## src/rtl/clac_ahb_slv_if.sv

```systemverilog
// clac_ahb_slv_if: AHB-Lite slave-side bus bundle for the clac front-end.
// Revision: 1.0
`default_nettype none

interface clac_ahb_slv_if;
  logic        hsel;
  logic [31:0] haddr;
  logic [1:0]  htrans;
  logic        hwrite;
  logic [2:0]  hsize;
  logic [31:0] hwdata;
  logic        hready;
  logic        hreadyout;
  logic        hresp;
  logic [31:0] hrdata;

  modport master (
    output hsel, haddr, htrans, hwrite, hsize, hwdata, hready,
    input  hreadyout, hresp, hrdata
  );

  modport slave (
    input  hsel, haddr, htrans, hwrite, hsize, hwdata, hready,
    output hreadyout, hresp, hrdata
  );
endinterface

`default_nettype wire

```

## src/rtl/clac_ahb_slv.sv

```systemverilog
// clac_ahb_slv: AHB-Lite register front-end driving the clac ALU and capturing its result.
// Revision: 1.0
`default_nettype none

module clac_ahb_slv (
  input  logic               hclk,
  input  logic               hrst,
  clac_ahb_slv_if.slave      bus,
  output logic               ctrl,
  output logic [1:0]         clac_mode,
  output logic [15:0]        opcode_a,
  output logic [15:0]        opcode_b,
  input  logic [31:0]        result
);

  typedef enum logic [1:0] {
    IDLE = 2'd0,
    CALC = 2'd1,
    DONE = 2'd2
  } state_t;

  localparam logic [2:0] A_CTRL = 3'd0;
  localparam logic [2:0] A_OPA  = 3'd1;
  localparam logic [2:0] A_OPB  = 3'd2;
  localparam logic [2:0] A_RES  = 3'd3;
  localparam logic [2:0] A_STAT = 3'd4;

  state_t      state, state_nxt;
  logic        dp_valid, dp_write, dp_err, err_2nd;
  logic [2:0]  dp_addr;
  logic [1:0]  mode_q;
  logic [15:0] opa_q, opb_q;
  logic [31:0] res_q;
  logic [31:0] rd_mux;

  logic accept, addr_bad, stall, err_1st, done_ok, wr_ok, rd_ok, start;
  logic unused_ok;

  assign accept   = bus.hsel & bus.hready & bus.htrans[1];
  assign addr_bad = (bus.haddr[4:2] > A_STAT) | (bus.haddr[1:0] != 2'b00);

  // Data phases that touch state being updated by the capture wait one cycle.
  assign stall   = dp_valid & ~dp_err & (state == CALC) &
                   (dp_write | (dp_addr == A_RES) | (dp_addr == A_STAT));
  assign err_1st = dp_valid & dp_err & ~err_2nd;
  assign done_ok = dp_valid & ~dp_err & ~stall;
  assign wr_ok   = done_ok & dp_write;
  assign rd_ok   = done_ok & ~dp_write;
  assign start   = wr_ok & (dp_addr == A_CTRL) & bus.hwdata[0];

  assign bus.hreadyout = ~(stall | err_1st);
  assign bus.hresp     = dp_valid & dp_err;

  assign unused_ok = ^{bus.hsize, bus.haddr[31:5], bus.htrans[0], bus.hwdata[31:16]};

  always_ff @(posedge hclk or posedge hrst) begin
    if (hrst) begin
      dp_valid <= 1'b0;
      dp_write <= 1'b0;
      dp_err   <= 1'b0;
      dp_addr  <= 3'd0;
      err_2nd  <= 1'b0;
    end else begin
      err_2nd <= err_1st;
      if (bus.hready) begin
        dp_valid <= accept;
        dp_write <= bus.hwrite;
        dp_err   <= addr_bad;
        dp_addr  <= bus.haddr[4:2];
      end
    end
  end

  always_ff @(posedge hclk or posedge hrst) begin
    if (hrst) begin
      mode_q <= 2'd0;
      opa_q  <= 16'd0;
      opb_q  <= 16'd0;
      res_q  <= 32'd0;
      state  <= IDLE;
    end else begin
      state <= state_nxt;
      if (state == CALC) begin
        res_q <= result;
      end
      if (wr_ok) begin
        case (dp_addr)
          A_CTRL:  mode_q <= bus.hwdata[2:1];
          A_OPA:   opa_q  <= bus.hwdata[15:0];
          A_OPB:   opb_q  <= bus.hwdata[15:0];
          default: ;
        endcase
      end
    end
  end

  always_comb begin
    state_nxt = state;
    ctrl      = 1'b0;
    case (state)
      IDLE: begin
        if (start) state_nxt = CALC;
      end
      CALC: begin
        ctrl      = 1'b1;
        state_nxt = DONE;
      end
      DONE: begin
        if (start)
          state_nxt = CALC;
        else if (rd_ok && (dp_addr == A_RES))
          state_nxt = IDLE;
      end
      default: state_nxt = IDLE;
    endcase
  end

  always_comb begin
    rd_mux = 32'd0;
    case (dp_addr)
      A_CTRL:  rd_mux = {29'd0, mode_q, 1'b0};
      A_OPA:   rd_mux = {16'd0, opa_q};
      A_OPB:   rd_mux = {16'd0, opb_q};
      A_RES:   rd_mux = res_q;
      A_STAT:  rd_mux = {30'd0, (state == DONE), (state == CALC)};
      default: rd_mux = 32'd0;
    endcase
  end

  assign bus.hrdata = (dp_valid & ~dp_write & ~dp_err) ? rd_mux : 32'd0;

  assign clac_mode = mode_q;
  assign opcode_a  = opa_q;
  assign opcode_b  = opb_q;

endmodule

`default_nettype wire

```

## src/flat_wrapper.sv

```systemverilog
// flat-port wrapper written by rule: the top's interface ports become plain ports
module clac_ahb_slv_flat 
  (hclk, hrst, ctrl, clac_mode, opcode_a, opcode_b, result, bus_hsel, bus_haddr, bus_htrans, bus_hwrite, bus_hsize, bus_hwdata, bus_hready, bus_hreadyout, bus_hresp, bus_hrdata);
  clac_ahb_slv_if bus_i ();
  input  logic hclk;
  input  logic hrst;
  output logic ctrl;
  output logic [1:0] clac_mode;
  output logic [15:0] opcode_a;
  output logic [15:0] opcode_b;
  input  logic [31:0] result;
  input wire logic [$bits(bus_i.hsel)-1:0] bus_hsel;
  input wire logic [$bits(bus_i.haddr)-1:0] bus_haddr;
  input wire logic [$bits(bus_i.htrans)-1:0] bus_htrans;
  input wire logic [$bits(bus_i.hwrite)-1:0] bus_hwrite;
  input wire logic [$bits(bus_i.hsize)-1:0] bus_hsize;
  input wire logic [$bits(bus_i.hwdata)-1:0] bus_hwdata;
  input wire logic [$bits(bus_i.hready)-1:0] bus_hready;
  output wire logic [$bits(bus_i.hreadyout)-1:0] bus_hreadyout;
  output wire logic [$bits(bus_i.hresp)-1:0] bus_hresp;
  output wire logic [$bits(bus_i.hrdata)-1:0] bus_hrdata;
  assign bus_i.hsel = bus_hsel;
  assign bus_i.haddr = bus_haddr;
  assign bus_i.htrans = bus_htrans;
  assign bus_i.hwrite = bus_hwrite;
  assign bus_i.hsize = bus_hsize;
  assign bus_i.hwdata = bus_hwdata;
  assign bus_i.hready = bus_hready;
  assign bus_hreadyout = bus_i.hreadyout;
  assign bus_hresp = bus_i.hresp;
  assign bus_hrdata = bus_i.hrdata;
  clac_ahb_slv u_core (.hclk(hclk), .hrst(hrst), .bus(bus_i), .ctrl(ctrl), .clac_mode(clac_mode), .opcode_a(opcode_a), .opcode_b(opcode_b), .result(result));
endmodule
```

## config.mk

```make
export PLATFORM = sky130hd
export DESIGN_NAME = clac_ahb_slv_flat
export DESIGN_NICKNAME = d
export VERILOG_FILES = /design/src/rtl/clac_ahb_slv_if.sv /design/src/rtl/clac_ahb_slv.sv /design/src/flat_wrapper.sv
export SDC_FILE = /design/constraint.sdc
export NUM_CORES = 1
export LEC_CHECK = 0
export CORE_MARGIN = 3
export CORE_UTILIZATION = 44
export CTS_CLUSTER_SIZE = 25
export DETAILED_ROUTE_END_ITERATION = 12
export PLACE_DENSITY = 0.86
export SYNTH_ARGS = -nofsm -noshare
export SYNTH_HDL_FRONTEND = slang
export SYNTH_SLANG_ARGS = --single-unit
```

## constraint.sdc

```tcl
create_clock -name hclk -period 3.2 [get_ports hclk]
set_input_delay 0.32 -clock hclk [delete_from_list [all_inputs] [get_ports hclk]]
set_output_delay 0.32 -clock hclk [all_outputs]
set_load 0.05 [all_outputs]
```

Yosys cells after proc, flatten, opt, wreduce, memory -nomap -nowiden
Cells that the tools add are included.
{"block": "totals", "register_bits": 75, "output_inout_bits": 69, "input_bits": 106, "word_cells": 57}
{"block": "classes", "eq_ne": 8, "mux": 7, "n_reduce_logical": 8, "bitwise": 23, "order_cmp": 1}
{"operator": "one-hot mux 32 bit (5 select lines)", "n": 1}
{"operator": "two-way mux 32 bit", "n": 1}
{"operator": "AND 1 bit", "n": 14}
{"operator": "AND reduction 2 bit", "n": 4}
{"operator": "equality test 3 x 2 -> 1 bit, second input constant", "n": 2}
{"operator": "two-way mux 2 bit", "n": 3}
{"operator": "one-hot mux 2 bit (3 select lines)", "n": 1}
{"operator": "NOT 1 bit", "n": 5}
{"operator": "bitwise OR 1 bit", "n": 4}
{"operator": "equality test 3 x 1 -> 1 bit, second input constant", "n": 1}
{"operator": "equality test 3 bit, second input constant", "n": 1}
{"operator": "greater-than comparator 3 bit, second input constant", "n": 1}
{"operator": "zero test 3 bit", "n": 1}
{"operator": "!= test 3 x 1 -> 1 bit, second input constant", "n": 1}
{"operator": "equality test 2 x 1 -> 1 bit, second input constant", "n": 1}
{"operator": "equality test 2 bit, second input constant", "n": 1}
{"operator": "zero test 2 bit", "n": 1}
{"operator": "!= test 2 x 1 -> 1 bit, second input constant", "n": 1}
{"operator": "nonzero test 2 bit", "n": 1}
{"operator": "logical AND 1 bit", "n": 1}
{"operator": "two-way mux 1 bit", "n": 1}

Longest topological paths before layout
Gate-level depths: netlist of the first run.
{"block": "logic_depth", "depth_word": 11, "mapped_depth": 6, "mapped_depth_nobuf": 4}

Worst setup path before layout of the first run
OpenSTA, ideal clock, no wires.
{"block": "synth_path", "kind": "reg-to-output", "from": "register u_core.dp_addr[2]", "to": "output port bus_hrdata[10]", "path_buffers": 3, "stages_incl_launch_ff": 6, "required_ns": 2.880, "setup_slack_ns": 0.911, "arrival_time_ns": 1.969, "cell_sequence": "dfrtp_1 -> buf_6 -> or4b_1 -> buf_2 -> clkbuf_1 -> nor2_1"}
{"block": "synth_via", "elab_chain_cells": 3, "word_cells_on_any_way": 7, "classes_between": "eq/ne: 4; mux: 2; reduce/logical: 1"}
{"item": "start, declared", "line": "clac_ahb_slv.sv:30", "source": "logic [2:0] dp_addr;"}
{"item": "start signal, assigned", "line": "clac_ahb_slv.sv:69", "source": "dp_addr <= bus.haddr[4:2];"}
{"item": "equality test 3 bit (tied with other cells)", "line": "clac_ahb_slv.sv:120", "source": "case (dp_addr)"}
{"item": "one-hot mux 32 bit (5 select lines) (*)", "line": "clac_ahb_slv.sv:120"}
{"item": "two-way mux 32 bit (*)", "line": "clac_ahb_slv.sv:130", "source": "assign bus.hrdata = (dp_valid & ~dp_write & ~dp_err) ? rd_mux : 32'd0;"}
{"item": "end, declared", "line": "flat_wrapper.sv:21", "source": "output wire logic [$bits(bus_i.hrdata)-1:0] bus_hrdata;"}
Every way passes the cells marked *; elsewhere a longest branch is shown, timed or not.

Worst setup path after layout of the first run
{"block": "layout_path", "from": "register u_core.dp_addr[1]", "to": "output port bus_hrdata[4]"}
Same word-level chain as after synthesis.

==> results of run 1 <==
## routing by layer
metal | share of wire, % | GRT usage (%) | up-vias
li1 | - | - | 1360
met1 | 41 | 26.5 | 1427
met2 | 51 | 37.9 | 91
met3 | 6.7 | 6.49 | 7
met4 | 0.58 | 5.21 | 0
met5 | 0 | 0 | -
## final cells by class
class / count / area, um^2 / share of cell area (%)
inverters: 5 / 18.8 / 0.359
repair buffers: 135 / 1440 / 27.5
multi-input cells: 230 / 1540 / 29.6
flip-flops and latches: 75 / 1880 / 35.9
well taps: 102 / 128 / 2.44
clock inverters: 6 / 90.1 / 1.73
clock buffers: 10 / 128 / 2.44
## power by group
| part | total, mW | leakage (nW) | switching, mW | internal [mW] |
|---|---|---|---|---|
| combinational | 0.693 | 1.40 | 0.384 | 0.309 |
| clock | 0.795 | 0.106 | 0.354 | 0.441 |
| sequential | 1.14 | 0.832 | 0.0828 | 1.06 |
| total | 2.63 | 2.33 | 0.820 | 1.81 |
## cell usage after synthesis, types with 2 or more instances
| cell | count |
|---|---|
| o21ai_0 | 3 |
| buf_2 | 6 |
| nor2b_1 | 3 |
| dfrtp_1 | 75 |
| mux2_2 | 42 |
| o21a_1 | 2 |
| nand2b_1 | 2 |
| nor2_1 | 17 |
| buf_6 | 4 |
| clkbuf_1 | 10 |
| nand3_1 | 2 |
| mux2_4 | 10 |
| nor3_1 | 2 |
| nand2_1 | 98 |
| a22oi_1 | 13 |
| inv_1 | 4 |
| mux2i_1 | 2 |
| and2_1 | 16 |
## per-stage QoR
stage / hold slack (ps) / utilization [%] / total power [mW] / setup slack [ps]
floorplan: 389 / - / 1.58 / 911
global placement: 400 / 64.4 / 1.83 / 910
detailed placement: 406 / 64.4 / 1.85 / 864
CTS: 416 / 67.2 / 2.65 / 494
global route: 434 / 67.2 / 2.74 / 374
finish: 418 / 67.2 / 2.63 / 523
## worst min-delay path by stage
stage / slack (ps) / start / to
floorplan: 390 / u_core.err_2nd / u_core.err_2nd
global placement: 400 / u_core.err_2nd / u_core.err_2nd
global route: 430 / u_core.err_2nd / u_core.err_2nd
finish: 420 / u_core.err_2nd / u_core.err_2nd
CTS: 420 / u_core.err_2nd / u_core.err_2nd
detailed placement: 410 / u_core.err_2nd / u_core.err_2nd
## critical path: cells and delay by family (launching register included)
family          cells  cell delay, ps
compound gates      1             190
simple gates        2             830
flops               1             340
buf+inv             3             650
## logic make-up (layout without fill, tap and decap cells)
group	Yosys count	count (layout)
buf+inv	26	156
mux	55	55
compound gates	26	26
flops	75	75
simple gates	149	149
## sequential cells by signal, summed over array words and instances (netlist names)
register	cells
u_core.res_q	32
u_core.opcode_a	16
u_core.opcode_b	16
u_core.dp_addr	3
u_core.clac_mode	2
u_core.state	2
u_core.dp_err	1
u_core.dp_valid	1
u_core.dp_write	1
u_core.err_2nd	1
==> flow_summary.yaml, run 1 <==
floorplanning:
  die_y_um: 95.9
  die-area_mm2: 0.00919
  pin_count: 175
  core_area_mm2: 0.00777
  dieWidth_um: 95.9
  rows: 32
  initial_core_util_pct: 45.7
grt:
  grtUsageTotal_pct: 21.8
  grt_pass1_vias: 3037
  grt_first_pass_wirelength_mm: 15.0
  grt_max_degree: 39
  grt-ovfl-total: 0
  antenna_found_initial: 0
worst_setup_path:
  setup.worst_path.start: "u_core.dp_addr[1]"
  reg2reg_from: "u_core.dp_addr[1]"
  cpMostUsedCell: "buf_4"
  cp-start-kind: "register"
  required_ps: 2880
  end_kind: "output pin"
  path_class: "register to output pin"
  cp-endpoint: "bus_hrdata[4]"
  r2r_cells: 5
  r2r_slack_ps: 890
  cp_slowest_cell: "and2b_1"
  r2r_end: "u_core.opcode_b[15]"
  path_max_fanout: 17
  max_stage_delay_ps: 600
  critPathArrivalTime_ps: 2360
  path_cells: "buf_4, buf_4, and2b_1, a22oi_1, nor2_1, buf_12"
synthesis:
  postSynthCellCount: 331
  synthXorXnorAreaFrac_pct: 0
  synthArstFlopShare_pct: 100
  synth_fa_ha_area_share_pct: 0
  syn-cell-area_mm2: 0.00355
  ys_types: 38
  syn_area_per_cell_um2: 10.7
  synth_ff_type: "dfrtp_1"
  syn_nets: 437
  synth_top_cell_area_share_pct: 52.8
  yosysTopAreaCell: "dfrtp_1"
  synthTopCellsByArea: "dfrtp_1 53%, mux2_2 13%, nand2_1 10%"
  yosys.area_share.simple_pct: 19.4
  ys_ff_latch: 75
  synth_compound_area_share_pct: 5.28
  synth_top_family_by_area: "simple AND/OR/NAND/NOR gates"
  synth-edff-count: 0
  synth.mux.area_fraction_pct: 18.7
  ys_warn_count: 0
  ys_seq_area_share_pct: 52.8
clock_tree:
  hold_buffers: 0
  cts-buffers-inserted: 9
  cts_tree: "done"
  cts.sinks: 75
  clockRootBuffer: "clkbuf_8"
  clk_pin_slew_ps: 80
  clk_path_buf_depth: 2
  clock_latency_ps: 340
  cts_resized: 0
  htree_num_levels: 3
  post_cts_buffers: 0
placed_design:
  dp_hpwl_mm: 6.79
  place_area_mm2: 0.00500
  dpl.cell_count: 547
  gp_congestion: 0.805
  portBuffers: 127
drt:
  drc: 0
  drt_iter0_drc: 110
  wl_per_cell_um: 17.0
  first_pass_iters: 4
  antenna_left: 0
  viasPerCell: 5.12
  drt-total-wl_mm: 9.59
  routed-via-count: 2885
final_layout:
  finalNetCount: 562
  n_fill_cell: 606
  syn_to_final_growth_pct: 46.9
  stdcell_area_mm2: 0.00522
  final_cells: 563
  mostFrequentLayoutCells: "98 x nand2_1, 94 x clkdlybuf4s50_1, 75 x dfrtp_1"
  final_common_cell: "nand2_1"
  drive_gt1_share_pct: 25.2
  antennaDiodeCount: 0
flow_run:
  drv_cap: 0
sta:
  relSlewSlack_pct: 46.6
  setup_viol: 0
  tightest_slew_ps: 799
  period_minus_slack_ps: 2680
  tns_ps: 0
  finClkSkew_ps: 11.2
  post-route-period-util_pct: 83.7
  fmaxAchievable_ghz: 0.374
  rsz0062_at_grt: "false"
  finalHoldViolCount: 0
  slew_violations: 0
power:
  power_density_mw_per_mm2: 503
  p_leak_nw: 2.33
  peakVddDrop_v: 0.000414
min_path:
  hold_path_depth: 1
  hold_class: "register to register"
status:
  status: "completed"
No activity file was read; power rests on OpenSTA's default activity.
==> run 2, diff against run 1 <==
--- a/config.mk
+++ b/config.mk
@@ -6,10 +6,10 @@
 export NUM_CORES = 1
 export LEC_CHECK = 0
 export CORE_MARGIN = 3
-export CORE_UTILIZATION = 44
+export CORE_UTILIZATION = 37
 export CTS_CLUSTER_SIZE = 25
 export DETAILED_ROUTE_END_ITERATION = 12
-export PLACE_DENSITY = 0.86
+export PLACE_DENSITY = 0.77
 export SYNTH_ARGS = -nofsm -noshare
 export SYNTH_HDL_FRONTEND = slang
 export SYNTH_SLANG_ARGS = --single-unit
==> constraint.sdc (replaced) <==
create_clock -name hclk -period 2.24 [get_ports hclk]
set_input_delay 0.224 -clock hclk [delete_from_list [all_inputs] [get_ports hclk]]
set_output_delay 0.224 -clock hclk [all_outputs]
set_load 0.05 [all_outputs]
==> run 2 against run 1 <==
Compared with the run above:
- global-route usage shrank 3.8 points
- cell area grew 7.4%
- combinational power grew 44%
- worst setup slack lost 490 ps
- first-iteration DRC count shrank 41%
- power grew 47%
- cell count grew 5.9%
- die area grew 18%
- flip-flop and latch count is the same
- count of clock-buffer cells in the layout shrank 1
- clock power grew 56%
- wire length grew 0.26%
==> flow_summary.yaml, run 2 (synthesized netlist as in run 1, its figures left out) <==
worst_setup_path:
  cp-start-kind: "register"
  required_ps: 2020
  end_kind: "output pin"
  critPathArrivalTime_ps: 1980
  r2r_slack_ps: 410
  reg2reg_from: "u_core.dp_addr[2]"
  max_stage_delay_ps: 600
  setup.worst_path.start: "u_core.dp_err"
  path_cells: "or4b_4, buf_4, nor2_1, buf_12"
  path_max_fanout: 9
  path_class: "register to output pin"
  cp_slowest_cell: "or4b_4"
floorplanning:
  initial_core_util_pct: 38.3
  die_y_um: 104
  rows: 35
  dieWidth_um: 104
  pin_count: 175
  core_area_mm2: 0.00928
  die-area_mm2: 0.0108
power:
  pwr-share-comb_pct: 25.9
  peakVddDrop_v: 0.000557
  p_leak_nw: 2.45
  p_clk_share_pct: 32.0
  switching_power_mw: 1.17
  power_mw: 3.87
  internal-power_mw: 2.70
  seq_power_share_pct: 42.0
  switching_share_pct: 30.3
  power_density_mw_per_mm2: 691
final_layout:
  mostFrequentLayoutCells: "98 x nand2_1, 93 x clkdlybuf4s50_1, 74 x dfrtp_1"
  largest_register: "u_core.res_q"
  drive_gt1_share_pct: 30.6
  antennaDiodeCount: 0
  final_common_cell: "nand2_1"
  finalNetCount: 568
  stdcell_area_mm2: 0.00561
  syn_to_final_growth_pct: 57.8
  largest_reg_flops: 32
sta:
  fmaxAchievable_ghz: 0.454
  post-route-period-util_pct: 98.3
  relSlewSlack_pct: 64.3
  setup_ws_ps: 37.7
  slew_violations: 0
  period_minus_slack_ps: 2200
  finalHoldViolCount: 0
  setup_viol: 0
  tightest_slew_ps: 534
  tns_ps: 0
  finClkSkew_ps: 7.50
  rsz0062_at_grt: "true"
placed_design:
  gp_congestion: 0.782
  place_area_mm2: 0.00529
  portBuffers: 127
  place_ws_ps: 250
  dp_hpwl_mm: 6.86
drt:
  drt-total-wl_mm: 9.61
  drc: 0
  routed-via-count: 2900
  drt_iter0_drc: 65
  wl_per_cell_um: 16.1
  viasPerCell: 4.87
  antenna_left: 0
  first_pass_iters: 4
clock_tree:
  clk_path_buf_depth: 2
  cts-buffers-inserted: 9
  htree_num_levels: 3
  clockRootBuffer: "clkbuf_8"
  clk_pin_slew_ps: 80
  cts.sinks: 75
  cts_tree: "done"
  clock_latency_ps: 340
  hold_buffers: 0
grt:
  grtUsageTotal_pct: 18.0
  grt_first_pass_wirelength_mm: 15.6
  grt_max_degree: 76
  grt_pass1_vias: 3098
  grt-ovfl-total: 0
  antenna_found_initial: 0
flow_run:
  drv_cap: 0
min_path:
  hold_class: "primary input to async pin"
status:
  status: "completed"
-- run 2: changes by cell type in the layout (fill, tap and decap cells not counted), sizes merged --
| cell | change |
|---|---|
| inv | -1 |
| clkdlybuf4s50 | -1 |
| clkbuf | -1 |
| clkinv | +1 |
| buf | +7 |
| bufinv | +1 |
-- run 2: cell type report --
type	instances	area, um^2
sequential	75	1880
clock inverter	7	116
fill	776	3680
inverter	5	20.0
clock buffer	9	124
multi-input combinational	230	1590
tap	129	161
timing repair buffer	141	1720
-- run 2: power groups by stage --
stage | clock network, mW | logic [mW] | registers, mW
floorplan | 0 | 0.344 | 1.91
global placement | 0 | 0.989 | 1.64
detailed placement | 0 | 1.01 | 1.65
CTS | 1.27 | 1.01 | 1.63
global route | 1.33 | 1.06 | 1.65
finish | 1.24 | 1.00 | 1.63
-- run 2: routing by layer --
metal  track usage, %  share of wire (%)
met1             21.4                 41
met2             30.5                 50
met3             6.83                8.0
met4             4.75                1.1
met5                0                  0
-- run 2: path summary, 6_finish.rpt --
check / end / cells after the start
worst max-delay path: bus_hrdata[9] / 4
worst min-delay path: u_core.opcode_a[14] / 3
worst max register to register: u_core.opcode_a[4] / 3
worst min register to register: u_core.err_2nd / 1
max in group asynchronous: u_core.dp_addr[1] / 3
min in group hclk: u_core.res_q[28] / 3
-- run 2: timing repair --
| item | 4_1_cts | 5_1_grt |
|---|---|---|
| setup buffers | 1 | 1 |
| resized for setup | 2 | 17 |
| setup endpoints to repair | 27 | 15 |
| pin swaps | 1 | 1 |
-- run 2: stage by stage --
stage / hold slack (ps) / util (%) / cells
2_1_floorplan: 329 / - / 331
3_3_place_gp: 402 / 57.0 / 578
3_5_place_dp: 413 / 57.0 / 578
4_1_cts: 290 / 59.9 / 595
5_1_grt: 323 / 60.4 / 596
6_report: 283 / 60.4 / 596
-- run 2: worst max-delay path: cells and delay by family (launching register included) --
kind / cells / cell delay, ps
AND/OR/NAND/NOR: 2 / 810
flip-flops: 1 / 440
buffers and inverters: 2 / 380
